===== src/rtl/ts_qos_pkg.sv =====
// Shared definitions for the QoS transport-stream path.
// Holds TS packet constants, the output-switch state enum and the channel index type.
package ts_qos_pkg;

  localparam int unsigned TS_PKT_LEN   = 188;
  localparam int unsigned TS_NUM_CH    = 4;
  localparam logic [7:0]  TS_SYNC_BYTE = 8'h47;

  typedef enum logic {
    ACQUIRE = 1'b0,
    PASS    = 1'b1
  } ts_state_e;

  typedef logic [1:0] ts_ch_t;

endpackage


===== src/rtl/ts_output_switch.sv =====
// TS output stage: forwards one of four sync-recovered TS streams to the single
// TS output, changing source only on packet boundaries so every emitted packet
// is whole. A stalled source with a pending switch is abandoned after TIMEOUT_CYC
// idle cycles.
//
// Ports:
//   clk, rst          stream clock, asynchronous active-high reset
//   sel               requested channel (0..3)
//   valid_in/sync_in  per-channel byte valid / first-byte-of-packet flag
//   data_in0..3       per-channel byte
//   valid_out/syn_out output byte valid / first byte of output packet
//   ts_data_out       output byte (held while valid_out is low)
//   active_sel        channel currently forwarded
//   switch_pending    sel != active_sel (combinational)
//   switch_done       one-cycle pulse when active_sel changes
//   trunc_err         one-cycle pulse when an output packet ends short
module ts_output_switch
  import ts_qos_pkg::*;
#(
  parameter int unsigned DATA_WIDTH  = 8,
  parameter int unsigned PKT_LEN     = TS_PKT_LEN,
  parameter int unsigned TIMEOUT_CYC = 1024
) (
  input  logic                  clk,
  input  logic                  rst,
  input  logic [1:0]            sel,
  input  logic [3:0]            valid_in,
  input  logic [3:0]            sync_in,
  input  logic [DATA_WIDTH-1:0] data_in0,
  input  logic [DATA_WIDTH-1:0] data_in1,
  input  logic [DATA_WIDTH-1:0] data_in2,
  input  logic [DATA_WIDTH-1:0] data_in3,
  output logic                  valid_out,
  output logic                  syn_out,
  output logic [DATA_WIDTH-1:0] ts_data_out,
  output logic [1:0]            active_sel,
  output logic                  switch_pending,
  output logic                  switch_done,
  output logic                  trunc_err
);

  localparam int unsigned CNT_W  = 8;
  localparam int unsigned IDLE_W = $clog2(TIMEOUT_CYC + 1);

  localparam logic [CNT_W-1:0]  LAST_BYTE = CNT_W'(PKT_LEN - 1);
  localparam logic [IDLE_W-1:0] IDLE_LAST = IDLE_W'(TIMEOUT_CYC - 1);

  ts_state_e             state_q,    state_d;
  ts_ch_t                active_q,   active_d;
  logic [CNT_W-1:0]      byte_cnt_q, byte_cnt_d;
  logic [IDLE_W-1:0]     idle_q,     idle_d;
  logic                  valid_q,    valid_d;
  logic                  syn_q,      syn_d;
  logic [DATA_WIDTH-1:0] data_q,     data_d;
  logic                  done_q,     done_d;
  logic                  trunc_q,    trunc_d;

  logic [DATA_WIDTH-1:0] mux_data;
  logic                  a_valid;
  logic                  a_sync;
  logic                  pending;

  // 4:1 byte mux on the active channel
  always_comb begin
    mux_data = data_in0;
    case (active_q)
      2'd1:    mux_data = data_in1;
      2'd2:    mux_data = data_in2;
      2'd3:    mux_data = data_in3;
      default: mux_data = data_in0;
    endcase
  end

  assign a_valid = valid_in[active_q];
  assign a_sync  = sync_in[active_q];
  assign pending = (sel != active_q);

  // Next-state and output decode
  always_comb begin
    state_d    = state_q;
    active_d   = active_q;
    byte_cnt_d = byte_cnt_q;
    idle_d     = '0;
    valid_d    = 1'b0;
    syn_d      = 1'b0;
    data_d     = data_q;
    done_d     = 1'b0;
    trunc_d    = 1'b0;

    case (state_q)
      ACQUIRE: begin
        byte_cnt_d = '0;
        if (pending) begin
          active_d = sel;
          done_d   = 1'b1;
        end else if (a_valid && a_sync) begin
          valid_d    = 1'b1;
          syn_d      = 1'b1;
          data_d     = mux_data;
          byte_cnt_d = CNT_W'(1);
          state_d    = PASS;
        end
      end

      PASS: begin
        if (byte_cnt_q == '0) begin
          // Packet boundary: switch first, otherwise expect a new sync
          if (pending) begin
            active_d = sel;
            done_d   = 1'b1;
            state_d  = ACQUIRE;
          end else if (a_valid) begin
            if (a_sync) begin
              valid_d    = 1'b1;
              syn_d      = 1'b1;
              data_d     = mux_data;
              byte_cnt_d = CNT_W'(1);
            end else begin
              state_d = ACQUIRE;
            end
          end
        end else if (a_valid) begin
          valid_d = 1'b1;
          syn_d   = a_sync;
          data_d  = mux_data;
          if (a_sync) begin
            // Early sync restarts the packet; the previous one was short
            trunc_d    = 1'b1;
            byte_cnt_d = CNT_W'(1);
          end else if (byte_cnt_q == LAST_BYTE) begin
            // Completing byte: a switch pending now is taken this cycle
            byte_cnt_d = '0;
            if (pending) begin
              active_d = sel;
              done_d   = 1'b1;
              state_d  = ACQUIRE;
            end
          end else begin
            byte_cnt_d = byte_cnt_q + CNT_W'(1);
          end
        end else if (pending) begin
          // Stalled mid-packet with a switch waiting: force it after the timeout
          if (idle_q == IDLE_LAST) begin
            active_d   = sel;
            done_d     = 1'b1;
            trunc_d    = 1'b1;
            byte_cnt_d = '0;
            state_d    = ACQUIRE;
          end else begin
            idle_d = idle_q + IDLE_W'(1);
          end
        end
      end

      default: state_d = ACQUIRE;
    endcase
  end

  // State and output registers
  always_ff @(posedge clk or posedge rst) begin
    if (rst) begin
      state_q    <= ACQUIRE;
      active_q   <= '0;
      byte_cnt_q <= '0;
      idle_q     <= '0;
      valid_q    <= 1'b0;
      syn_q      <= 1'b0;
      data_q     <= '0;
      done_q     <= 1'b0;
      trunc_q    <= 1'b0;
    end else begin
      state_q    <= state_d;
      active_q   <= active_d;
      byte_cnt_q <= byte_cnt_d;
      idle_q     <= idle_d;
      valid_q    <= valid_d;
      syn_q      <= syn_d;
      data_q     <= data_d;
      done_q     <= done_d;
      trunc_q    <= trunc_d;
    end
  end

  assign valid_out      = valid_q;
  assign syn_out        = syn_q;
  assign ts_data_out    = data_q;
  assign active_sel     = active_q;
  assign switch_pending = pending;
  assign switch_done    = done_q;
  assign trunc_err      = trunc_q;

endmodule


===== config.mk =====
export PLATFORM = sky130hd
export DESIGN_NAME = ts_output_switch
export DESIGN_NICKNAME = d
export VERILOG_FILES = /design/src/rtl/ts_qos_pkg.sv /design/src/rtl/ts_output_switch.sv
export SDC_FILE = /design/constraint.sdc
export NUM_CORES = 1
export LEC_CHECK = 0
export ABC_AREA = 1
export BUFFER_PORTS_ARGS = -buffer_cell sky130_fd_sc_hd__buf_2
export CAP_MARGIN = 10
export CORE_MARGIN = 2
export CORE_UTILIZATION = 52
export CTS_CLUSTER_SIZE = 24
export DETAILED_ROUTE_END_ITERATION = 8
export GPL_TIMING_DRIVEN = 0
export PLACE_DENSITY = 0.88
export REMOVE_ABC_BUFFERS = 1
export SYNTH_ARGS = -nofsm -noshare
export SYNTH_HDL_FRONTEND = slang
export SYNTH_SLANG_ARGS = --single-unit

===== constraint.sdc =====
create_clock -name clk -period 1.9 [get_ports clk]
set_input_delay 0.19 -clock clk [delete_from_list [all_inputs] [get_ports clk]]
set_output_delay 0.19 -clock clk [all_outputs]
set_load 0.02 [all_outputs]

==> metrics.yaml <==
outcome:
  run_status: "finished, final reports clean"
logic_synthesis:
  ys_seq_area_share_pct: 40.74
  yosys.area_share.simple_pct: 41.82
  synth_flop_cell: "dfrtp_1"
  ys_ff_latch: 34
  netlist_instances: 278
  synth_warnings: 0
  syn-cell-area_um2: 2088
  synth.top_cell.area_share_pct: 40.74
  avgSynthCellArea_um2: 7.512
  synth_area_leaders: "dfrtp_1, nand2_1, nand3_1"
  synth_top_family_by_area: "simple AND/OR/NAND/NOR gates"
  synth_compound_area_share_pct: 4.973
  synth_edf_count: 0
  yosys.area.top_type: "dfrtp_1"
  async_flop_share_pct: 100.0
  synth_xor_area_share_pct: 3.775
  ys_types: 28
  synthAdderAreaFrac_pct: 1.797
  synth.most_common_cell: "nand2_1"
  synth.top_cells.by_count: "nand2_1, dfrtp_1, nand3_1, inv_1, nor2_1"
  synthMuxAreaShare_pct: 0
setup_path:
  timing.rr.end: "byte_cnt_q[0]"
  arrival_ps: 2010
  rr_worst_depth: 8
  endpoint_kind: "register"
  crit_path_frequent_cell: "nand2_1"
  cp_max_fo: 5
  path_cells: "inv_1 -> ha_1 -> nor3b_1 -> nand2_1 -> a21oi_4 -> nand3_4 -> nand3_1 -> nand2_1"
  slowest_stage: "dfrtp_1"
  critPathLaunch: "byte_cnt_q[0]"
  slowest_delay_ps: 420
  timing.rr.start: "byte_cnt_q[0]"
  cp-start-kind: "register"
  criticalPathCategory: "reg2reg"
  ff2ff_setup_slack_ps: 80
  required_ps: 2080
detailed_routing:
  routed_wl_mm: 4.576
  drc: 0
  vias_per_cell: 5.110
  vias: 2003
  drt-wirelength-per-cell_um: 11.67
  ant_nets: 0
  drtIter0Drc: 118
  detail_route.first_pass.iterations: 4
placement:
  gp_congestion: 0.8539
  dp_hpwl_mm: 3.560
  io_buffers: 58
  pre_cts_ws_ps: 101.0
worst_hold_path:
  hp-start: "sel[0]"
  hp-class: "in2reg"
  min_path_cells: 3
  hold_end: "active_sel[0]"
power_and_ir_drop:
  power.total_w: 0.002097
  internal_power_w: 0.001400
  p_comb_share_pct: 26.0
  p_leak_nw: 1.299
  ir_worst_vdd_uv: 529.9
  clkPwrFrac_pct: 32.0
  p_sw_w: 0.0006974
  swShare_pct: 33.25
  p_per_area_nw_per_um2: 821.7
  p_seq_share_pct: 42.0
sta:
  hold_violations: 0
  rsz0062_at_grt: "no"
  fin_ws_ps: 75.08
  setup_violations: 0
  drv_slew: 0
  whs_ps: 182.2
  min_period_ps: 1825
  fmax_ghz: 0.5480
  clock-skew-final_ps: 6.290
  slew_headroom_pct: 58.29
  final.period_utilization_pct: 96.05
  fin_tns_setup_ps: 0
  tightest_slew_ps: 625.0
clocking:
  postCtsSetupRepairBufs: 0
  clock_path_buffers: 2
  htreeDepth: 2
  tritoncts: "done"
  cts.clk_slew.worst_paths_ps: 80
  cts_buffers: 5
  clk_latency_ps: 290
  cts_num_sinks: 34
  clockRootBuffer: "clkbuf_8"
floorplan:
  core_um2: 3943
  dieArea_um2: 4539
  top_level_ports: 59
  rows: 23
  die-width_um: 67.37
  start_util_pct: 52.97
  die-height_um: 67.37
layout:
  drive_above_1_share_pct: 25.44
  area_growth_pct: 22.23
  diodes: 0
  fin_util_pct: 64.74
  finalNetCount: 388
global_route:
  grt_max_degree: 22
  grt_pass1_vias: 1885
  gr-usage-all-layers_pct: 23.07
  grt_overflow_total: 0
  antenna_found_initial: 0
  grt_pass1_wl_mm: 7.941
job:
  cap_viol_max_count: 0
-- metal layers --
| metal | up-vias | wire length [um] | GRT usage, % |
|---|---|---|---|
| met2 | 95 | 2181 | 38.61 |
| li1 | 1030 | - | - |
| met5 | - | 0 | 0 |
| met4 | 0 | 87 | 9.439 |
| met1 | 868 | 1979 | 29.14 |
| met3 | 10 | 328 | 4.667 |
-- area by class of cell --
class,instances,area (um2)
Clock buffer,5,68.82
Clock inverter,3,45.04
Fill cell,312,1390
Inverter,26,102.6
Multi-Input combinational cell,214,1094
Sequential cell,34,852.1
Tap cell,50,62.56
Timing Repair Buffer,60,327.8
-- critical path, delay by kind of cell, from the launching register on --
| family | cells | cell delay (ps) |
|---|---|---|
| buffers and inverters | 1 | 90 |
| adder cells (fa/ha/maj) | 1 | 190 |
| AO/OA/AOI/OAI | 1 | 290 |
| flip-flops | 1 | 420 |
| AND/OR/NAND/NOR | 5 | 710 |
-- cell families after synthesis --
kind of cell / after synthesis
AO/OA/AOI/OAI: 17
buffers and inverters: 30
flip-flops: 34
adder cells (fa/ha/maj): 3
AND/OR/NAND/NOR: 185
XOR/XNOR: 9
-- worst max-delay path by stage --
stage / end / slack [ps] / cells after the start
floorplan: ts_data_out[7] / 260 / 8
global placement: ts_data_out[7] / 160 / 8
detailed placement: byte_cnt_q[0] / 100 / 8
CTS: byte_cnt_q[0] / 90 / 8
global route: ts_data_out[7] / 10 / 9
finish: byte_cnt_q[0] / 80 / 8
-- layout by cell type, fill, tap and decap left out, drive strengths merged --
cell type / n
nand3: 33
a31oi: 1
xor2: 7
nor3b: 2
nor3: 5
inv: 26
a21oi: 5
buf: 59
nand4: 16
o21ai: 10
nand2: 100
clkbuf: 5
bufinv: 1
ha: 3
a211oi: 1
clkinvlp: 2
dfrtp: 34
xnor2: 2
nor2: 29
dlygate4sd3: 1
-- registers in the layout, summed over array words and instances (netlist names) --
signal       count
trunc_err        1
valid_out        1
active_sel       2
byte_cnt_q       8
switch_done      1
state_q          1
ts_data_out      8
syn_out          1
idle_q          11
-- timing repair --
item	CTS	global route
hold buffers	1	0
hold endpoints to repair	13	0
endpoints found under the setup margin	0	22
resized for setup	0	1
-- per-stage QoR --
| step | cells | cell area [um2] |
|---|---|---|
| 5_1_grt | 392 | 2552 |
| 3_3_place_gp | 382 | 2400 |
| 2_1_floorplan | 274 | 2047 |
| 4_1_cts | 392 | 2551 |
| 6_report | 392 | 2552 |
| 3_5_place_dp | 383 | 2427 |
-- power groups by stage --
stage / registers [W] / clock network [W] / logic (W)
4_1_cts: 0.000881 / 0.000681 / 0.000551
6_report: 0.000881 / 0.000671 / 0.000545
5_1_grt: 0.000892 / 0.000708 / 0.000608
2_1_floorplan: 0.000996 / 0 / 0.000232
3_5_place_dp: 0.000894 / 0 / 0.000548
3_3_place_gp: 0.000888 / 0 / 0.000525
(Power assumes the default switching activity.)
